--- src/rtl/mem_stage_pkg.sv ---
// Shared encodings for the MEM stage: mem_ctrl bit layout, size/lr codes, exception codes, FSM states.
// Building with MEM_UNALIGNED_LR_EN makes the lr field (LWL/LWR/SWL/SWR) take effect.
package mem_stage_pkg;

    localparam int CTRL_RD      = 0;
    localparam int CTRL_WR      = 1;
    localparam int CTRL_SIZE_LO = 2;
    localparam int CTRL_UNS     = 4;
    localparam int CTRL_LR_LO   = 5;

    localparam logic [1:0] SIZE_B = 2'd0;
    localparam logic [1:0] SIZE_H = 2'd1;
    localparam logic [1:0] SIZE_W = 2'd2;

    localparam logic [2:0] LR_NONE = 3'd0;
    localparam logic [2:0] LR_LWL  = 3'd1;
    localparam logic [2:0] LR_LWR  = 3'd2;
    localparam logic [2:0] LR_SWL  = 3'd3;
    localparam logic [2:0] LR_SWR  = 3'd4;

    localparam logic [5:0] LS132R_EX_ADEL = 6'h04;
    localparam logic [5:0] LS132R_EX_ADES = 6'h05;

    localparam logic [2:0] ST_IDLE   = 3'd0;
    localparam logic [2:0] ST_REQ    = 3'd1;
    localparam logic [2:0] ST_WAIT   = 3'd2;
    localparam logic [2:0] ST_DONE   = 3'd3;
    localparam logic [2:0] ST_CANCEL = 3'd4;

    typedef struct packed {
        logic       rd;
        logic       wr;
        logic [1:0] size;
        logic       uns;
        logic [2:0] lr;
    } mem_op_t;

    // Partial-word ops are exempt; a reserved size code is checked like a word.
    function automatic logic misaligned(input logic [1:0] size, input logic [2:0] lr,
                                        input logic [1:0] low);
        if (lr != LR_NONE) begin
            misaligned = 1'b0;
        end else begin
            case (size)
                SIZE_B:  misaligned = 1'b0;
                SIZE_H:  misaligned = low[0];
                default: misaligned = |low;
            endcase
        end
    endfunction

endpackage

--- src/rtl/mem_align.sv ---
// Combinational lane logic: store strobe/data placement and load extract/extend (plus LWL/LWR/SWL/SWR
// merging when MEM_UNALIGNED_LR_EN is defined).
module mem_align
    import mem_stage_pkg::*;
(
    input  logic [1:0]  a,
    input  logic [1:0]  size,
    input  logic        uns,
    input  logic [2:0]  lr,
    input  logic [31:0] rt,
    input  logic [31:0] rdata,
    output logic [3:0]  wstrb,
    output logic [31:0] wdata,
    output logic [31:0] rvalue
);

    logic [3:0]  st_strb_s;
    logic [31:0] st_data_s;
    logic [31:0] ld_data_s;
    logic [31:0] shifted_s;
    logic [4:0]  sh_s;
    logic [4:0]  sh_inv_s;

    assign sh_s      = {a, 3'b000};
    assign sh_inv_s  = {~a, 3'b000};
    assign shifted_s = rdata >> sh_s;

    // Naturally sized store: replicate data across lanes, strobe the addressed ones.
    always_comb begin
        case (size)
            SIZE_B: begin
                st_strb_s = 4'b0001 << a;
                st_data_s = {4{rt[7:0]}};
            end
            SIZE_H: begin
                st_strb_s = 4'b0011 << a;
                st_data_s = {2{rt[15:0]}};
            end
            default: begin
                st_strb_s = 4'b1111;
                st_data_s = rt;
            end
        endcase
    end

    // Naturally sized load: pick lane, then sign- or zero-extend.
    always_comb begin
        case (size)
            SIZE_B:  ld_data_s = {{24{~uns & shifted_s[7]}}, shifted_s[7:0]};
            SIZE_H:  ld_data_s = {{16{~uns & shifted_s[15]}}, shifted_s[15:0]};
            default: ld_data_s = rdata;
        endcase
    end

`ifdef MEM_UNALIGNED_LR_EN
    // Little-endian MIPS32 partial-word merges override the natural-size result.
    always_comb begin
        wstrb  = st_strb_s;
        wdata  = st_data_s;
        rvalue = ld_data_s;
        case (lr)
            LR_LWL: rvalue = (rdata << sh_inv_s) | (rt & (32'h00ffffff >> sh_s));
            LR_LWR: rvalue = shifted_s | (rt & ~(32'hffffffff >> sh_s));
            LR_SWL: begin
                wstrb = 4'b1111 >> (~a);
                wdata = rt >> sh_inv_s;
            end
            LR_SWR: begin
                wstrb = 4'b1111 << a;
                wdata = rt << sh_s;
            end
            default: begin
                wstrb  = st_strb_s;
                wdata  = st_data_s;
                rvalue = ld_data_s;
            end
        endcase
    end
`else
    logic lr_unused_s;
    logic sh_unused_s;
    assign lr_unused_s = ^lr;
    assign sh_unused_s = ^sh_inv_s;
    assign wstrb  = st_strb_s;
    assign wdata  = st_data_s;
    assign rvalue = ld_data_s;
`endif

endmodule

--- src/rtl/mem_stage.sv ---
// MEM pipeline stage: data-SRAM req/addr_ok/data_ok access, address-error detection and the ME->WB
// register. Define MEM_UNALIGNED_LR_EN to honour the lr field of ex_mem_ctrl.
module mem_stage
    import mem_stage_pkg::*;
#(
    parameter logic [31:0] RESET_PC = 32'hbfc00000,
    parameter int          EXC_W    = 3
) (
    input  logic                   clk,
    input  logic                   resetn,
    input  logic                   int_exc,
    input  logic                   ex_to_me_valid,
    input  logic                   wb_allowin,
    input  logic [31:0]            ex_pc,
    input  logic [31:0]            ex_inst,
    input  logic [10:0]            ex_mem_ctrl,
    input  logic [11:0]            ex_wb_ctrl,
    input  logic [4:0]             ex_waddr,
    input  logic [31:0]            ex_address,
    input  logic [31:0]            ex_write_data,
    input  logic [EXC_W-1:0]       ex_exc,
    input  logic [EXC_W*6-1:0]     ex_excode,
    output logic                   data_req,
    output logic                   data_wr,
    output logic [1:0]             data_size,
    output logic [31:0]            data_addr,
    output logic [3:0]             data_wstrb,
    output logic [31:0]            data_wdata,
    input  logic                   data_addr_ok,
    input  logic                   data_data_ok,
    input  logic [31:0]            data_rdata,
    output logic                   me_allowin,
    output logic                   me_to_wb_valid,
    output logic                   me_ex_stall,
    output logic [31:0]            me_pc_o,
    output logic [31:0]            me_inst_o,
    output logic [11:0]            me_wb_ctrl_o,
    output logic [4:0]             me_waddr_o,
    output logic [31:0]            me_result_o,
    output logic [EXC_W:0]         me_exc_o,
    output logic [(EXC_W+1)*6-1:0] me_excode_o,
    output logic [31:0]            me_badvaddr_o
);

    logic [2:0]             state_r;
    logic [2:0]             state_nxt_s;
    logic                   me_valid_r;
    mem_op_t                op_r;
    mem_op_t                op_s;
    logic [31:0]            pc_r;
    logic [31:0]            inst_r;
    logic [11:0]            wb_ctrl_r;
    logic [4:0]             waddr_r;
    logic [31:0]            address_r;
    logic [31:0]            rt_r;
    logic [31:0]            result_r;
    logic [EXC_W:0]         exc_r;
    logic [(EXC_W+1)*6-1:0] excode_r;
    logic [31:0]            badvaddr_r;

    logic                   adexc_s;
    logic                   access_s;
    logic                   accept_s;
    logic                   ready_go_s;
    logic                   leave_s;
    logic                   rdata_hit_s;
    logic [5:0]             adcode_s;
    logic [3:0]             strb_s;
    logic [31:0]            wdata_s;
    logic [31:0]            load_value_s;
    logic                   ctrl_unused_s;

    assign ctrl_unused_s = ^ex_mem_ctrl[10:5];

    // Decode the incoming mem_ctrl word.
    always_comb begin
        op_s.rd   = ex_mem_ctrl[CTRL_RD];
        op_s.wr   = ex_mem_ctrl[CTRL_WR];
        op_s.size = ex_mem_ctrl[CTRL_SIZE_LO +: 2];
        op_s.uns  = ex_mem_ctrl[CTRL_UNS];
`ifdef MEM_UNALIGNED_LR_EN
        if (ex_mem_ctrl[CTRL_LR_LO +: 3] > LR_SWR) begin
            op_s.lr = LR_NONE;
        end else begin
            op_s.lr = ex_mem_ctrl[CTRL_LR_LO +: 3];
        end
`else
        op_s.lr   = LR_NONE;
`endif
    end

    assign adexc_s  = (op_s.rd | op_s.wr) & misaligned(op_s.size, op_s.lr, ex_address[1:0]);
    assign access_s = (op_s.rd | op_s.wr) & ~adexc_s & ~(|ex_exc);
    assign adcode_s = adexc_s ? (op_s.rd ? LS132R_EX_ADEL : LS132R_EX_ADES) : 6'h00;

    assign ready_go_s     = (state_r == ST_IDLE) | (state_r == ST_DONE);
    assign me_allowin     = (state_r != ST_CANCEL) & (~me_valid_r | (ready_go_s & wb_allowin));
    assign me_to_wb_valid = me_valid_r & ready_go_s;
    assign leave_s        = me_to_wb_valid & wb_allowin;
    assign accept_s       = ex_to_me_valid & me_allowin & ~int_exc;
    assign me_ex_stall    = me_valid_r & op_r.rd & ((state_r == ST_REQ) | (state_r == ST_WAIT));
    assign rdata_hit_s    = ((state_r == ST_REQ) & data_addr_ok & data_data_ok) |
                            ((state_r == ST_WAIT) & data_data_ok);

    // Access FSM next state; a flush abandons the access but must still swallow an owed data_ok.
    always_comb begin
        state_nxt_s = state_r;
        if (int_exc) begin
            case (state_r)
                ST_REQ:    state_nxt_s = (data_addr_ok & ~data_data_ok) ? ST_CANCEL : ST_IDLE;
                ST_WAIT:   state_nxt_s = data_data_ok ? ST_IDLE : ST_CANCEL;
                ST_CANCEL: state_nxt_s = data_data_ok ? ST_IDLE : ST_CANCEL;
                default:   state_nxt_s = ST_IDLE;
            endcase
        end else begin
            case (state_r)
                ST_IDLE:   state_nxt_s = (accept_s & access_s) ? ST_REQ : ST_IDLE;
                ST_REQ: begin
                    if (data_addr_ok) begin
                        state_nxt_s = data_data_ok ? ST_DONE : ST_WAIT;
                    end else begin
                        state_nxt_s = ST_REQ;
                    end
                end
                ST_WAIT:   state_nxt_s = data_data_ok ? ST_DONE : ST_WAIT;
                ST_DONE: begin
                    if (leave_s) begin
                        state_nxt_s = (accept_s & access_s) ? ST_REQ : ST_IDLE;
                    end else begin
                        state_nxt_s = ST_DONE;
                    end
                end
                ST_CANCEL: state_nxt_s = data_data_ok ? ST_IDLE : ST_CANCEL;
                default:   state_nxt_s = ST_IDLE;
            endcase
        end
    end

    // FSM state register.
    always_ff @(posedge clk) begin
        if (!resetn) begin
            state_r <= ST_IDLE;
        end else begin
            state_r <= state_nxt_s;
        end
    end

    // ME->WB pipeline register; load data overwrites the address-valued result when it returns.
    always_ff @(posedge clk) begin
        if (!resetn || int_exc) begin
            me_valid_r <= 1'b0;
            op_r       <= '0;
            pc_r       <= RESET_PC;
            inst_r     <= 32'd0;
            wb_ctrl_r  <= 12'd0;
            waddr_r    <= 5'd0;
            address_r  <= 32'd0;
            rt_r       <= 32'd0;
            result_r   <= 32'd0;
            exc_r      <= '0;
            excode_r   <= '0;
            badvaddr_r <= 32'd0;
        end else if (accept_s) begin
            me_valid_r <= 1'b1;
            op_r       <= op_s;
            pc_r       <= ex_pc;
            inst_r     <= ex_inst;
            wb_ctrl_r  <= ex_wb_ctrl;
            waddr_r    <= ex_waddr;
            address_r  <= ex_address;
            rt_r       <= ex_write_data;
            result_r   <= ex_address;
            exc_r      <= {adexc_s, ex_exc};
            excode_r   <= {adcode_s, ex_excode};
            badvaddr_r <= adexc_s ? ex_address : 32'd0;
        end else begin
            if (leave_s) begin
                me_valid_r <= 1'b0;
            end
            if (rdata_hit_s && op_r.rd) begin
                result_r <= load_value_s;
            end
        end
    end

    mem_align u_align (
        .a      (address_r[1:0]),
        .size   (op_r.size),
        .uns    (op_r.uns),
        .lr     (op_r.lr),
        .rt     (rt_r),
        .rdata  (data_rdata),
        .wstrb  (strb_s),
        .wdata  (wdata_s),
        .rvalue (load_value_s)
    );

    // Bus outputs are quiet (zero) whenever no request is outstanding.
    assign data_req   = (state_r == ST_REQ);
    assign data_wr    = data_req & op_r.wr;
    assign data_size  = !data_req ? 2'd0 : ((op_r.lr != LR_NONE) ? SIZE_W : op_r.size);
    assign data_addr  = !data_req ? 32'd0 :
                        ((op_r.lr != LR_NONE) ? {address_r[31:2], 2'b00} : address_r);
    assign data_wstrb = data_wr ? strb_s : 4'b0000;
    assign data_wdata = data_wr ? wdata_s : 32'd0;

    assign me_pc_o       = pc_r;
    assign me_inst_o     = inst_r;
    assign me_wb_ctrl_o  = wb_ctrl_r;
    assign me_waddr_o    = waddr_r;
    assign me_result_o   = result_r;
    assign me_exc_o      = exc_r;
    assign me_excode_o   = excode_r;
    assign me_badvaddr_o = badvaddr_r;

endmodule
--- config.mk ---
export PLATFORM = sky130hd
export DESIGN_NAME = mem_stage
export DESIGN_NICKNAME = d
export VERILOG_FILES = /design/src/rtl/mem_stage_pkg.sv /design/src/rtl/mem_align.sv /design/src/rtl/mem_stage.sv
export SDC_FILE = /design/constraint.sdc
export NUM_CORES = 1
export LEC_CHECK = 0
export CORE_AREA = 2 2 181 183
export CTS_BUF_LIST = sky130_fd_sc_hd__clkbuf_4
export DETAILED_ROUTE_END_ITERATION = 16
export DIE_AREA = 0 0 183 185
export DONT_BUFFER_PORTS = 1
export HOLD_SLACK_MARGIN = 0.02
export SLEW_MARGIN = 20
export SYNTH_ARGS = -nofsm -noshare
export SYNTH_HDL_FRONTEND = slang
export SYNTH_SLANG_ARGS = --single-unit
--- constraint.sdc ---
create_clock -name clk -period 2.05 [get_ports clk]
set_input_delay 0.41 -clock clk [delete_from_list [all_inputs] [get_ports clk]]
set_output_delay 0.41 -clock clk [all_outputs]
set_load 0.1 [all_outputs]
==> results of run 1 <==
-- per-layer routing --
metal,GRT usage [%],routed length [microns],vias up
li1,-,-,5526
met1,26.7,16500,5615
met2,45.1,23000,652
met3,7.98,4330,124
met4,11.9,1770,0
met5,0,0,-
-- path summary, 6_finish.rpt --
kind | startpoint | to | slack, ns
min reg2reg | address_r[27]$_SDFFE_PP0P_ | address_r[27]$_SDFFE_PP0P_ | 0.45
min | data_rdata[15] | me_result_o[15]$_SDFFE_PP0P_ | 0.09
max | state_r[2]$_SDFF_PN0_ | data_wdata[8] | -0.39
max reg2reg | state_r[1]$_SDFF_PP0_ | me_result_o[14]$_SDFFE_PP0P_ | 0.04
-- sequential cells by signal, summed over array words and instances, names as in the netlist --
signal,flops
me_exc_o,3
me_badvaddr_o,32
me_result_o,32
address_r,32
state_r,3
me_inst_o,32
me_wb_ctrl_o,12
me_pc_o,32
me_valid_r,1
me_excode_o,20
op_r,5
rt_r,32
me_waddr_o,5
-- metrics by stage --
stage	worst slack, ns	std cells	total power, W	setup TNS [ns]	area (sq um)
6_report	-0.394	2289	0.0122	-23.05	17600
5_1_grt	-0.498	2287	0.0127	-30.89	17600
4_1_cts	-0.467	2272	0.0122	-28.03	17300
3_5_place_dp	-0.0569	1941	0.00675	-0.520	14000
3_3_place_gp	0.0147	1941	0.00673	0	14000
2_1_floorplan	-0.228	1348	0.00633	-3.78	10600
-- cell type report --
cell class,count,area (sq um),share of cell area (%)
tap,408,510,2.90
clock buffer,108,811,4.60
antenna,5,12.5,0.0710
inverter,11,48.8,0.277
multi-input combinational,978,5400,30.7
timing repair buffer,521,5810,33.0
sequential,241,4840,27.5
clock inverter,17,179,1.02
-- cell usage after synthesis, types with 2 or more instances --
master / instances
a211oi_1: 2
a21o_1: 3
a21oi_1: 259
a22oi_1: 3
a2bb2oi_1: 2
a31oi_1: 2
and2_1: 18
and3_1: 43
buf_1: 3
buf_2: 24
buf_4: 5
clkbuf_1: 85
dfxtp_1: 241
inv_1: 11
mux2_1: 4
mux2i_1: 38
nand2_1: 397
nand2b_1: 10
nand3_1: 46
nand3b_1: 4
nor2_1: 45
nor2b_1: 10
nor3_1: 6
o211ai_1: 6
o21a_1: 7
o21ai_0: 19
o221a_1: 5
o221ai_1: 8
o22ai_1: 17
o31a_1: 5
or3_1: 2
-- cells by family after synthesis --
group,after synthesis,synth area share (%)
AO/OA/AOI/OAI,343,18.5
AND/OR/NAND/NOR,587,24.7
multiplexers,44,4.51
other,1,0.0365
flip-flops,241,47.0
buffers and inverters,129,5.26
-- cells in the final DEF, fill, tap and decap left out, drive strengths merged, types with 6 or more instances in the layout --
cell,instances
o21ai,19
o22ai,17
nand2,397
nand3,46
and3,43
clkinv,11
and2,18
nand2b,10
nor2,45
mux2i,38
a21oi,259
inv,10
o21a,7
nor3,7
dlygate4sd3,200
o221ai,8
clkbuf,113
nor2b,11
dfxtp,241
buf,316
o211ai,6
-- worst max-delay path, delay by kind of cell (launching register included) --
kind / cells / cell delay, ns
buffers and inverters: 4 / 0.57
flip-flops: 1 / 0.33
AND/OR/NAND/NOR: 2 / 0.28
AO/OA/AOI/OAI: 1 / 0.16
-- report_power, final --
| group | internal, W | switching [W] | total (W) |
|---|---|---|---|
| clock | 0.00291 | 0.00219 | 0.00509 |
| combinational | 0.000723 | 0.00153 | 0.00225 |
| sequential | 0.00482 | 0.0000702 | 0.00489 |
-- what timing repair did --
item	CTS	global route
buffers inserted	4	7
setup endpoints to repair	111	248
hold buffers	200	0
gates cloned	2	5
hold endpoints to repair	240	0
pin swaps	7	7
resized for setup	57	36
==> summary.md, run 1 <==
| Metric | Value |
|---|---|
| CP arrival | 2.03 ns |
| Final Setup Violations | 75 |
| Fin. max-slew vios | 0 |
| Failing checks | negative setup slack |
| CTS tree | yes |
| Fmax | 409 MHz |
| Number of CTS-inserted buffers | 70 |
| Area contributors post-synth | dfxtp_1, nand2_1, a21oi_1 |
| Setup ws final | -0.394 ns |
| Post-synth cell types | 46 |
| Hold_ws | 0.0855 ns |
| Max rail drop VDD | 0.000535 V |
| Avg WL per Cell | 19.9 microns |
| DIE AREA | 33,900 sq um |
| Max_cap viols | 0 |
| Global-route wire length before repair | 66.7 mm |
| Pleak | 7.05 nW |
| Flops & latches, synth | 241 |
| Required @ worst endpoint | 1.64 ns |
| Number of stages on the worst hold path | 3 |
| Yosys top cell area share | 47.0% |
| Post-Syn Area | 10,300 sq um |
| Layout cells sized above 1 | 29.7% |
| Most used cell along the critical path | buf_12 |
| Critical path class | register to primary output |
| Placer Congestion | 0.847 |
| Clk Tree Root Cell | clkbuf_4 |
| Drt drc | 0 |
| CP max FO | 6 |
| GRT Util Overall | 25.1% |
| Worst skew pair latency | 0.69 ns |
| Rows | 66 |
| Period utilization | 119% |
| Grt total ovfl | 0 |
| Unrepaired setup endpoints after global routing | true |
| Worst-Margin Slew | 0.889 ns |
| Core area | 32,000 sq um |
| Yosys warnings | 0 |
| Pwr dens | 694 nW/um^2 |
| EDFF count, synth | 0 |
| Port Buf Inserts | 0 |
| Slowest-stage cell, CP | dfxtp_2 |
| Filler cells | 2,753 |
| Die width | 183 microns |
| Final core utilization | 55.0% |
| Initial core utilization | 32.0% |
| Vias after detailed routing | 11,900 |
| Post-synth ARST share | 0% |
| Synthesized area per cell | 7.63 sq um |
| 1st-iter DRT viols | 779 |
| CP endpoint kind | primary output |
| Cell taking the most area after synthesis | dfxtp_1 |
| Bufs on Longest Clock Path | 3 |
| Slew HR | 40.5% |
| Cells after synthesis | 1,345 |
| Final hold violation count | 0 |
| Critical Path, Cell by Cell | buf_6 -> clkinvlp_4 -> and2_4 -> nand2_8 -> buf_12 -> a21oi_4 -> buf_12 |
| Vias per cell | 5.21 |
| Layout Nets | 2,039 |
| Most used DFF post-synth | dfxtp_1 |
| Post-route minimum period | 2.44 ns |
| Area Overhead vs Synth | 71.5% |
| Vias in the first global route | 12,100 |
| DPL Wire Length | 28.1 mm |
| Worst R2R Path Depth | 8 |
| Clock transition at path regs | 0.06 ns |
| Clock skew | 0.0384 ns |
| Drt total wl | 45.6 mm |
| Critical Path Start Type | register |
| Die height | 185 microns |
| Max stage delay on crit path | 0.33 ns |
| Sequential-to-total area share from yosys stat | 47.0% |
| Sink Count | 241 |
| Worst hold-check path type | input port to register |
| Status | finished, violations left |
| CTS H-tree lvls | 3 |
| Largest net degree at the start of global routing | 68 |
| Antenna Violating Nets Remaining | 0 |
| DR pass1 iterations | 5 |
| Antenna violations before repair | 2 |
| Boundary Pins | 464 |
(Power assumes the default switching activity.)
==> run 2: changes to the inputs <==
--- a/config.mk
+++ b/config.mk
@@ -7,6 +7,7 @@
 export LEC_CHECK = 0
 export CORE_AREA = 2 2 181 183
 export CTS_BUF_LIST = sky130_fd_sc_hd__clkbuf_4
+export CTS_CLUSTER_DIAMETER = 200
 export DETAILED_ROUTE_END_ITERATION = 16
 export DIE_AREA = 0 0 183 185
 export DONT_BUFFER_PORTS = 1
==> results of run 2 <==
Final layout, timing and power as in run 1 (identical DEF).
==> run 3: changes to the inputs <==
--- a/config.mk
+++ b/config.mk
@@ -12,6 +12,7 @@
 export DIE_AREA = 0 0 183 185
 export DONT_BUFFER_PORTS = 1
 export HOLD_SLACK_MARGIN = 0.02
+export PLACE_DENSITY_LB_ADDON = 0.1
 export SLEW_MARGIN = 20
 export SYNTH_ARGS = -nofsm -noshare
 export SYNTH_HDL_FRONTEND = slang
==> constraint.sdc (replaced) <==
create_clock -name clk -period 2.05 [get_ports clk]
set_input_delay 0.41 -clock clk [delete_from_list [all_inputs] [get_ports clk]]
set_output_delay 0.41 -clock clk [all_outputs]
set_load 0.05 [all_outputs]
==> summary.md, run 3 (synthesized netlist as in run 1, its figures left out) <==
| Metric | Value |
|---|---|
| Max stage delay on crit path | 0.32 ns (about the same) |
| Final hold violation count | 0 (unchanged) |
| Core area | 32,000 sq um (unchanged) |
| Setup ws final | -0.301 ns (+0.0933 ns) |
| Comb power frac | 11.6% (-6.8 points) |
| Status | finished, violations left |
| Sink Count | 241 (unchanged) |
| Clock transition at path regs | 0.06 ns (about the same) |
| 1st-iter DRT viols | 676 (-13%) |
| Commonest cells after routing, fill and taps aside | nand2_1, a21oi_1, dfxtp_1, dlygate4sd3_1, clkbuf_4 |
| Sequential share of power | 46.8% (+6.8 points) |
| Global-route wire length before repair | 62.6 mm (-6.2%) |
| Vias per cell | 5.10 (-2.0%) |
| Worst hold-check path type | input port to register |
| Setup TNS | -18.72 ns (+4.33 ns) |
| Period utilization | 115% (-4.6 points) |
| DR pass1 iterations | 5 (unchanged) |
| Layout Nets | 1,867 (-8.4%) |
| Internal power | 0.00799 W (-5.4%) |
| Vias in the first global route | 10,700 (-11%) |
| CTS tree | yes |
| Worst-Margin Slew | 0.997 ns (+0.108 ns) |
| Critical R2R Launch | state_r[0]$_SDFF_PP0_ |
| CP max FO | 6 (unchanged) |
| Pwr dens | 697 nW/um^2 (+0.41%) |
| Unrepaired setup endpoints after global routing | true |
| Die height | 185 microns (unchanged) |
| Worst skew pair latency | 0.69 ns (about the same) |
| Drt drc | 0 (unchanged) |
| Initial core utilization | 32.0% (unchanged) |
| Design area | 16,100 sq um (-8.5%) |
| Critical Path Start Type | register |
| Drt total wl | 43.1 mm (-5.4%) |
| CP endpoint kind | primary output |
| CTS H-tree lvls | 3 (unchanged) |
| Net Sw Frac | 28.9% (-2.0 points) |
| DIE AREA | 33,900 sq um (unchanged) |
| Clock network fraction of total power | 41.6% (about the same) |
| Slowest-stage cell, CP | dfxtp_2 |
| DPL Wire Length | 28.0 mm (-0.43%) |
| Critical Path, Cell by Cell | nor2b_4 -> and2_4 -> nand2_8 -> buf_4 -> a21oi_4 -> buf_12 |
| Rows | 66 (unchanged) |
| Post-route minimum period | 2.35 ns (-0.0933 ns) |
| Number of CTS-inserted buffers | 70 (unchanged) |
| Antenna violations before repair | 4 (+2) |
| Largest net degree at the start of global routing | 91 (+34%) |
| Vias after detailed routing | 10,800 (-9.5%) |
| Layout cells sized above 1 | 20.0% (-9.7 points) |
| Die width | 183 microns (unchanged) |
| Grt total ovfl | 0 (unchanged) |
| Min-delay src | data_rdata[7] |
| Max rail drop VDD | 0.000519 V (-3.0%) |
| GRT Util Overall | 23.9% (-1.2 points) |
| Antenna Violating Nets Remaining | 0 (unchanged) |
| Clk Tree Root Cell | clkbuf_4 |
| Max_cap viols | 0 (unchanged) |
| CP arrival | 1.94 ns (-0.09 ns) |
| Fmax | 425 MHz (+4.0%) |
| Commonest non-fill, non-tap cell in the layout | nand2_1 |
| Dpl cell area | 12,400 sq um (-11%) |
| Placer Congestion | 0.799 (-5.6%) |
| Port Buf Inserts | 0 (unchanged) |
| Slew HR | 33.4% (-7.1 points) |
| Final Setup Violations | 75 (unchanged) |
| Bufs on Longest Clock Path | 3 (unchanged) |
| Boundary Pins | 464 (unchanged) |
| Critical path class | register to primary output |
| Filler cells | 3,044 (+11%) |
| Avg WL per Cell | 20.4 microns (+2.5%) |
| Fin. max-slew vios | 0 (unchanged) |
| Required @ worst endpoint | 1.64 ns (about the same) |
| Area Overhead vs Synth | 57.0% |
| NetSw | 0.00325 W (-14%) |
| Failing checks | negative setup slack |
| Launch point of the worst path | state_r[0]$_SDFF_PP0_ |
| Clock skew | 0.0399 ns (+0.00146 ns) |
| Pleak | 6.08 nW (-14%) |
==> run 3: changes by cell type in the layout (fill, tap and decap cells not counted), sizes merged <==
cell / previous run / this run
clkbuf: 113 / 109
clkinv: 11 / 14
clkinvlp: 3 / 0
buf: 316 / 144
bufinv: 4 / 2
diode: 5 / 6
dlygate4sd3: 200 / 201
==> run 3: final timing paths <==
check	slack, ns	cells after the start	end
setup / recovery	-0.30	6	data_wdata[15]
hold reg to reg	0.45	2	address_r[24]$_SDFFE_PP0P_
setup reg to reg	0.05	9	me_result_o[11]$_SDFFE_PP0P_
hold / removal	0.09	4	me_result_o[7]$_SDFFE_PP0P_
==> run 3: timing repair <==
action / 4_1_cts / 5_1_grt
buffers inserted: 9 / 3
gates resized for setup: 93 / 25
cloned: 3 / 4
setup endpoints to repair: 75 / 135
pin swaps: 17 / 11
endpoints found under the hold margin: 240 / 0
hold buffers: 201 / 0
==> run 3: per-stage QoR <==
step / hold WS [ns] / setup slack, ns / total power [W] / utilization [%] / cells
after floorplan: 0.432 / -0.191 / 0.00594 / - / 1348
after global placement: 0.437 / 0.0389 / 0.00621 / 38.8 / 1767
after detailed placement: 0.442 / 0.0417 / 0.00622 / 38.8 / 1767
after CTS: 0.0301 / -0.387 / 0.0113 / 49.5 / 2100
after global routing: 0.0853 / -0.411 / 0.0118 / 50.3 / 2110
final: 0.0870 / -0.301 / 0.0112 / 50.3 / 2113
==> run 3: power groups by stage <==
| stage | registers (W) | logic [W] | clock network [W] |
|---|---|---|---|
| floorplan | 0.00533 | 0.000610 | 0 |
| global placement | 0.00537 | 0.000844 | 0 |
| detailed placement | 0.00537 | 0.000856 | 0 |
| CTS | 0.00526 | 0.00124 | 0.00483 |
| global route | 0.00528 | 0.00141 | 0.00506 |
| finish | 0.00526 | 0.00130 | 0.00467 |
==> run 3: final cells by class <==
type	count	area [sq um]	area share, %
Timing Repair Buffer	349	4430	27.5
Clock inverter	15	111	0.691
Antenna cell	6	15.0	0.0931
Inverter	11	48.8	0.303
Multi-Input combinational cell	978	5380	33.4
Tap cell	408	510	3.17
Sequential cell	241	4840	30.0
Clock buffer	105	788	4.89
==> run 3: critical path, delay by kind of cell (launching register included) <==
family	cells	cell delay, ns
compound gates	1	0.14
flops	1	0.32
simple gates	3	0.43
buf+inv	2	0.36
==> run 3: layer usage <==
layer	share of wire (%)	up-vias	track usage, %
met5	0.030	-	0
met4	2.7	2	8.42
met3	8.9	73	8.38
met2	50	456	41.5
met1	39	5070	27.3
li1	-	5182	-
==> patch: new RTL, settings of run 2 <==
Add a define of `MEM_UNALIGNED_LR_EN`.
--- a/src/rtl/mem_align.sv
+++ b/src/rtl/mem_align.sv
@@ -1,4 +1,6 @@
 // Combinational lane logic: store strobe/data placement and load extract/extend (plus LWL/LWR/SWL/SWR
 // merging when MEM_UNALIGNED_LR_EN is defined).
+`define MEM_UNALIGNED_LR_EN
+
 module mem_align
     import mem_stage_pkg::*;
Behaviour: not the same (Yosys sat finds a counterexample within 4 cycles, from zero or initial values and one cycle with resetn low).
==> patch against run 2 <==
The flow still finishes with violations (negative setup slack); count of clock-buffer cells in the layout down 22; core utilization up 15 points; clock skew up 0.031 ns; total power down 2.6%; routed wire length up 42%; cell count up 17%; sequential power up 2%; worst setup slack worse by 0.54 ns; synthesized area up 22%; design area up 27%; critical path type unchanged; sequential cell count up 3.
==> patch: results (changes against run 2) <==
Sw Ratio=33.7% (was 30.9%); post-synthesis mux area share=8.97% (was 4.51%); critical path's largest stage delay=0.37 ns (was 0.33 ns); P_int=0.00790 W (was 0.00845 W); final-layout fill cell count=2,280 (was 2,753); leakage=8.60 nW (was 7.05 nW); violated checks=negative setup slack (unchanged); initial antenna violation count=5 (was 2); r2r endpoint=me_result_o[7]$_SDFFE_PP0P_ (was me_result_o[14]$_SDFFE_PP0P_); clock skew=0.0690 ns (was 0.0384 ns); xor-xnor portion of the synthesized cell area=0.140% (was 0%); global-route wire length before repair=89,100 µm (was 66,700 µm); Critical Path Start=op_r[0]$_SDFFE_PP0P_ (was state_r[2]$_SDFF_PN0_); Synth Area in Compound Gates=23.1% (was 18.5%); vias in the first global route=15,000 (was 12,100); H-tree depth=2 (was 3); Vias=15,700 (was 11,900); total global-route track usage=34.2% (was 25.1%); WL per Instance=24.2 µm (was 19.9 µm); share of cells above drive strength 1=39.6% (was 29.7%); DRT iter0 DRCs=1,420 (was 779); Num CTS Buffers=61 (was 70); Setup WS post-layout=-0.938 ns (was -0.394 ns); flop2flop setup slack=-0.28 ns (was 0.04 ns); Critical Path End=data_wdata[17] (was data_wdata[8]); NumNets Final=2,444 (was 2,039); worst r2r src=address_r[0]$_SDFFE_PP0P_ (was state_r[1]$_SDFF_PP0_); Worst Reg2Reg Path Length in Cells=10 (was 8); # setup viols final=105 (was 75); drt pass-1 iters=6 (was 5); largest net degree at the start of global routing=82 (was 68); Seq pwr share=41.8% (was 40.0%); Worst Tran Pin Value=0.706 ns (was 0.889 ns); synth-to-layout area growth=78.2% (was 71.5%); DP Wirelength=40,400 µm (was 28,100 µm); crit path DAT=2.58 ns (was 2.03 ns); status=finished with violations (unchanged); Final TNS setup=-47.50 ns (was -23.05 ns)
## patch: worst min path at each step
stage                                          start                            to  slack [ns]  cells after the start
after floorplan           address_r[10]$_SDFFE_PP0P_    address_r[10]$_SDFFE_PP0P_        0.43                      2
after global placement    address_r[27]$_SDFFE_PP0P_    address_r[27]$_SDFFE_PP0P_        0.44                      2
after detailed placement  address_r[14]$_SDFFE_PP0P_    address_r[14]$_SDFFE_PP0P_        0.44                      2
after CTS                              data_rdata[0]   me_result_o[0]$_SDFFE_PP0P_        0.03                      3
after global routing                  data_rdata[24]  me_result_o[24]$_SDFFE_PP0P_        0.04                      3
final                                 data_rdata[24]  me_result_o[24]$_SDFFE_PP0P_        0.06                      3
## patch: what timing repair did
item                       4_1_cts  5_1_grt
hold endpoints to repair       243        1
hold buffers                   196        3
pin swaps                       56      110
resized for setup              165      189
setup endpoints to repair      111      166
buffers inserted                34       29
gates cloned                     5       14
## patch: layer usage
layer,track usage [%],routed length (µm)
met5,0,13
met4,16.5,3280
met3,8.49,5840
met2,58.4,31400
met1,40.2,24000
## patch: cells by family (layout without fill, tap and decap cells)
| group | after synthesis | in the layout |
|---|---|---|
| xor gates and xnor gates | 2 | 2 |
| DFF | 244 | 244 |
| buffers and inverters | 162 | 791 |
| and+or+nand+nor | 660 | 660 |
| muxes | 100 | 100 |
| AOI/OAI and AO/OA | 460 | 460 |
| other | 1 | 8 |
## patch: cell type report
cell class                      count  share of cell area (%)
Antenna cell                        4                  0.0448
Sequential cell                   244                    22.0
Clock buffer                       86                    2.89
Inverter                            6                   0.129
Multi-Input combinational cell   1226                    38.5
Clock inverter                     10                   0.325
Tap cell                          408                    2.28
Timing Repair Buffer              689                    33.8
